File: src/rtl/fsquare_seq.sv
// fsquare_seq: multi-cycle IEEE-754 single-precision squarer, d = s*s.
// Shift-add mantissa multiplier (BITS_PER_CYCLE multiplier bits per step),
// round-to-nearest-even, flush-to-zero on underflow, saturate to +inf.
//
// Handshake: a transfer happens on a rising edge where valid && ready are
// both high. in_ready is high only in IDLE; out_valid stays high and d stays
// stable in DONE until out_ready is seen.
module fsquare_seq #(
  parameter int BITS_PER_CYCLE = 1
) (
  input  logic        clk,
  input  logic        rstn,
  input  logic        in_valid,
  output logic        in_ready,
  input  logic [31:0] s,
  output logic        out_valid,
  input  logic        out_ready,
  output logic [31:0] d,
  output logic [1:0]  state_dbg
);

  localparam int N = 24 / BITS_PER_CYCLE;

  typedef enum logic [1:0] {
    IDLE  = 2'd0,
    MUL   = 2'd1,
    ROUND = 2'd2,
    DONE  = 2'd3
  } state_t;

  state_t      state_q, state_d;
  logic [7:0]  e_q;
  logic [47:0] mc_q;   // multiplicand, pre-shifted to the weight of the next chunk
  logic [23:0] mr_q;   // multiplier bits not yet consumed, LSB first
  logic [47:0] p_q;
  logic [4:0]  cnt_q;
  logic [31:0] d_q;
  logic        out_valid_q;
  logic [31:0] d_next;

  // The operand sign never affects the square.
  logic unused_sign;
  assign unused_sign = s[31];

  assign in_ready  = (state_q == IDLE);
  assign out_valid = out_valid_q;
  assign d         = d_q;
  assign state_dbg = state_q;

  // State register.
  always_ff @(posedge clk or negedge rstn) begin
    if (!rstn) state_q <= IDLE;
    else       state_q <= state_d;
  end

  // Next-state logic.
  always_comb begin
    state_d = state_q;
    case (state_q)
      IDLE:  if (in_valid) state_d = MUL;
      MUL:   if (cnt_q == 5'(N - 1)) state_d = ROUND;
      ROUND: state_d = DONE;
      DONE:  if (out_ready) state_d = IDLE;
      default: state_d = IDLE;
    endcase
  end

  // Datapath: operand capture, shift-add accumulation, result register.
  always_ff @(posedge clk or negedge rstn) begin
    if (!rstn) begin
      e_q         <= 8'd0;
      mc_q        <= 48'd0;
      mr_q        <= 24'd0;
      p_q         <= 48'd0;
      cnt_q       <= 5'd0;
      d_q         <= 32'd0;
      out_valid_q <= 1'b0;
    end else begin
      case (state_q)
        IDLE: if (in_valid) begin
          e_q   <= s[30:23];
          mc_q  <= {24'd0, 1'b1, s[22:0]};
          mr_q  <= {1'b1, s[22:0]};
          p_q   <= 48'd0;
          cnt_q <= 5'd0;
        end
        MUL: begin
          p_q   <= p_q + mc_q * {{(48 - BITS_PER_CYCLE){1'b0}}, mr_q[BITS_PER_CYCLE-1:0]};
          mc_q  <= mc_q << BITS_PER_CYCLE;
          mr_q  <= mr_q >> BITS_PER_CYCLE;
          cnt_q <= cnt_q + 5'd1;
        end
        ROUND: begin
          d_q         <= d_next;
          out_valid_q <= 1'b1;
        end
        DONE: if (out_ready) out_valid_q <= 1'b0;
        default: ;
      endcase
    end
  end

  // Normalise, round to nearest even, then apply special-case overrides.
  logic signed [9:0] e_norm, e_fin;
  logic [22:0]       frac;
  logic              guard, sticky;
  logic [23:0]       frac_inc;
  always_comb begin
    e_norm   = $signed({1'b0, e_q, 1'b0}) - 10'sd127;
    frac     = p_q[45:23];
    guard    = p_q[22];
    sticky   = |p_q[21:0];
    if (p_q[47]) begin
      e_norm = e_norm + 10'sd1;
      frac   = p_q[46:24];
      guard  = p_q[23];
      sticky = |p_q[22:0];
    end
    frac_inc = {1'b0, frac};
    if (guard && (sticky || frac[0])) frac_inc = frac_inc + 24'd1;
    e_fin = e_norm;
    if (frac_inc[23]) e_fin = e_norm + 10'sd1;
    d_next = {1'b0, e_fin[7:0], frac_inc[22:0]};
    if (e_q == 8'd0)             d_next = 32'h0000_0000;
    else if (e_q == 8'd255)      d_next = 32'h7F80_0000;
    else if (e_fin >= 10'sd255)  d_next = 32'h7F80_0000;
    else if (e_fin <= 10'sd0)    d_next = 32'h0000_0000;
  end

endmodule

File: config.mk
export PLATFORM = sky130hd
export DESIGN_NAME = fsquare_seq
export DESIGN_NICKNAME = d
export VERILOG_FILES = /design/src/rtl/fsquare_seq.sv
export SDC_FILE = /design/constraint.sdc
export NUM_CORES = 1
export LEC_CHECK = 0
export CAP_MARGIN = 0
export CORE_ASPECT_RATIO = 1.5
export CORE_MARGIN = 4
export CORE_UTILIZATION = 50
export DETAILED_ROUTE_END_ITERATION = 8
export GPL_TIMING_DRIVEN = 1
export PLACE_DENSITY = 0.84
export SYNTH_ARGS = -nofsm -noshare
export SYNTH_HDL_FRONTEND = slang
export SYNTH_SLANG_ARGS = --single-unit
File: constraint.sdc
create_clock -name clk -period 3.8 [get_ports clk]
set_input_delay 1.14 -clock clk [delete_from_list [all_inputs] [get_ports clk]]
set_output_delay 1.14 -clock clk [all_outputs]
set_load 0.02 [all_outputs]
==> out/qor.csv <==
metric,value,unit
status,completed,
drtPass1Iterations,5,
yosysSeqAreaShare,35.36,%
synthCells,1311,
grt_overflow,0,
die_h,196.3,um
cp_top_family,simple AND/OR/NAND/NOR gates,
skew,0.009190,ns
die_area,0.02621,sq mm
core,0.02314,sq mm
max_clock_freq,274.1,MHz
pwr-share-comb,51.5,%
synthFlopType,dfrtp_1,
grt_pass1_vias,9857,
cts-root-buf,clkbuf_16,
p_sw,0.004225,W
whs_path_depth,2,
power_density,720.1,mW/mm^2
wire_per_inst,16.51,um
pre_cts_ws,0.1670,ns
wirelength,27750,um
setup_slack,0.1522,ns
row_count,68,
p_int,0.005473,W
drive_gt1_share,12.59,%
cp_num_cells,10,
grt_first_pass_wirelength,46420,um
cts_tree,built,
syn_area,0.01182,sq mm
ys_async_sr_fraction,100.0,%
num-nets-final,1449,
setup-violations-final,0,
cp-end-kind,flip-flop,
report.final.slew_viol_count,0,
required,4.10,ns
antenna_found_initial,0,
nFillCells,2019,
antenna_cells,0,
clock_latency,0.44,ns
ant_nets,0,
htree_levels,4,
switching_share,43.56,%
slowest_stage,or4b_4,
finalInstanceArea,0.01347,sq mm
crit_fanout,23,
place_hpwl,20150,um
cpPeakStageDelay,0.62,ns
cp_num_buf_inv,1,
finalHoldViolCount,0,
ys_warn_count,0,
syn-num-nets,1407,
cts_buffers,17,
crit_path_start_kind,flip-flop,
cts_sinks,167,
dpl_cell_area,0.01286,sq mm
arrival,3.95,ns
syn2layout_area_growth,13.95,%
path_class,reg -> reg,
min_path_type,reg -> reg,
synth_cell_types,74,
clock_path_buffers,2,
cts.clk_slew.worst_paths,0.07,ns
pin_count,72,
initial_core_util,51.07,%
p_seq_share,30.8,%
post-place-cells,1649,
slew-limit-headroom,34.43,%
max_cap_violations,0,
rr_worst_depth,10,
drt_iter0_drc,544,
p_leak,5.672,nW
vias,10129,
grt_max_degree,102,
fin_setup_tns,0,ns
rsz0062_at_grt,no,
clkPwrFrac,17.8,%
grt_util_all_layers,21.27,%
vias_per_cell,6.026,
layoutNonFillerInstCount,1681,
vdd.ir_drop.worst,0.0004849,V
period_share,95.99,%
yosys_register_bits,167,
gp_congestion,0.9531,
fin_crit,3.648,ns
die_w,133.5,um
portBuffers,69,
worstPathCellList,"mux2_1, nand4_1, or4b_4, or3_4, or4_1, a221o_1, o31ai_2, or3_1, buf_12, o32ai_1",
syn_avg_cell_area,9.015,sq um
synth_edf_count,0,
worst_pin_slew,0.9733,ns
drc,0,
-- per-stage QoR --
| step | total power (W) | utilization, % | hold WS, ns |
|---|---|---|---|
| 2_1_floorplan | 0.006639 | - | 0.4735 |
| 3_3_place_gp | 0.007761 | 55.59 | 0.4826 |
| 3_5_place_dp | 0.007946 | 55.59 | 0.4760 |
| 4_1_cts | 0.009714 | 58.10 | 0.5006 |
| 5_1_grt | 0.01041 | 58.20 | 0.5141 |
| 6_report | 0.009698 | 58.20 | 0.5006 |
-- layout by cell type, fill, tap and decap left out, drive strengths merged, types with 42 or more instances in the layout --
master | synthesis | routed
o21ai | 75 | 75
a21oi | 108 | 108
dfrtp | 167 | 167
ha | 59 | 59
nand2 | 105 | 105
nor2 | 44 | 44
o22ai | 120 | 120
and2 | 55 | 55
clkdlybuf4s50 | 0 | 67
buf | 12 | 42
inv | 57 | 66
mux2 | 60 | 60
xnor2 | 53 | 53
xor2 | 43 | 43
-- cell families after synthesis --
group                    count (synthesis)  synth area share [%]
AO/OA/AOI/OAI                          444                 25.03
AND/OR/NAND/NOR                        321                 13.78
flip-flops                             167                 35.36
buffers and inverters                  143                 4.944
XOR/XNOR                                96                 7.114
multiplexers                            79                 7.326
adder cells (fa/ha/maj)                 60                 6.415
other                                    1               0.03173
-- layer usage --
layer / global-route usage (%) / wire length, um
met1: 23.93 / 10960
met2: 38.56 / 14460
met3: 3.720 / 1157
met4: 10.56 / 1179
met5: 0 / 0
-- power by group through the flow --
stage               Sequential (W)  Clock [W]  Combinational (W)
finish                     0.00298    0.00172            0.00499
global route               0.00307    0.00182            0.00551
CTS                        0.00298    0.00176            0.00498
detailed placement         0.00301          0            0.00494
global placement           0.00298          0            0.00479
floorplan                  0.00287          0            0.00376
-- final timing paths --
path / endpoint / slack [ns] / startpoint
worst max register to register: d[2]$_DFFE_PN0P_ / 0.15 / p_q[47]$_DFFE_PN0P_
worst min-delay path: d[22]$_DFFE_PN0P_ / 0.50 / d[22]$_DFFE_PN0P_
min in group asynchronous: p_q[24]$_DFFE_PN0P_ / 0.53 / rstn
worst max-delay path: d[2]$_DFFE_PN0P_ / 0.15 / p_q[47]$_DFFE_PN0P_
worst min register to register: d[22]$_DFFE_PN0P_ / 0.50 / d[22]$_DFFE_PN0P_
max in group asynchronous: mc_q[11]$_DFFE_PN0P_ / 2.39 / rstn
-- cell type report --
| class | count | area (sq um) | share of cell area, % |
|---|---|---|---|
| multi-input cells | 1001 | 7086 | 52.61 |
| repair buffers | 109 | 1012 | 7.516 |
| flip-flops and latches | 167 | 4180 | 31.04 |
| inverters | 57 | 214.0 | 1.589 |
| clock inverters | 15 | 156.4 | 1.161 |
| clock buffers | 17 | 425.4 | 3.159 |
| well taps | 315 | 394.1 | 2.926 |
-- synth_stat cells, types with 27 or more instances --
cell type  count  area (sq um)
o21ai_0       75         375.4
nor2_1        44         165.2
mux2_2        58         653.1
xnor2_1       53         464.2
nand2_1      105         394.1
dfrtp_1      167          4179
a21oi_1      108         540.5
o22ai_1      100         625.6
a21o_1        28         210.2
ha_1          59         738.2
and2_1        53         331.6
nand3_1       27         135.1
xor2_1        43         376.6
a22o_1        32         280.3
inv_1         56         210.2
clkbuf_1      73         274.0
-- state kept, by name, summed over array words and instances (netlist names) --
register   cells
mr_q          24
out_valid      1
e_q            8
mc_q          48
cnt_q          5
p_q           48
d             31
state_dbg      2
-- worst min-delay path, delay by kind of cell, from the launching register on --
family	cells	cell delay [ns]
AOI/OAI and AO/OA	1	0.04
DFF	1	0.36
and+or+nand+nor	1	0.07
-- repair_timing --
| item | in CTS | in global routing |
|---|---|---|
| setup buffers | 0 | 0 |
| endpoints found under the hold margin | 0 | 0 |
| gates resized for setup | 0 | 5 |
| endpoints found under the setup margin | 0 | 4 |
| hold buffers | 0 | 0 |
Power figures use the tool's default switching activity.
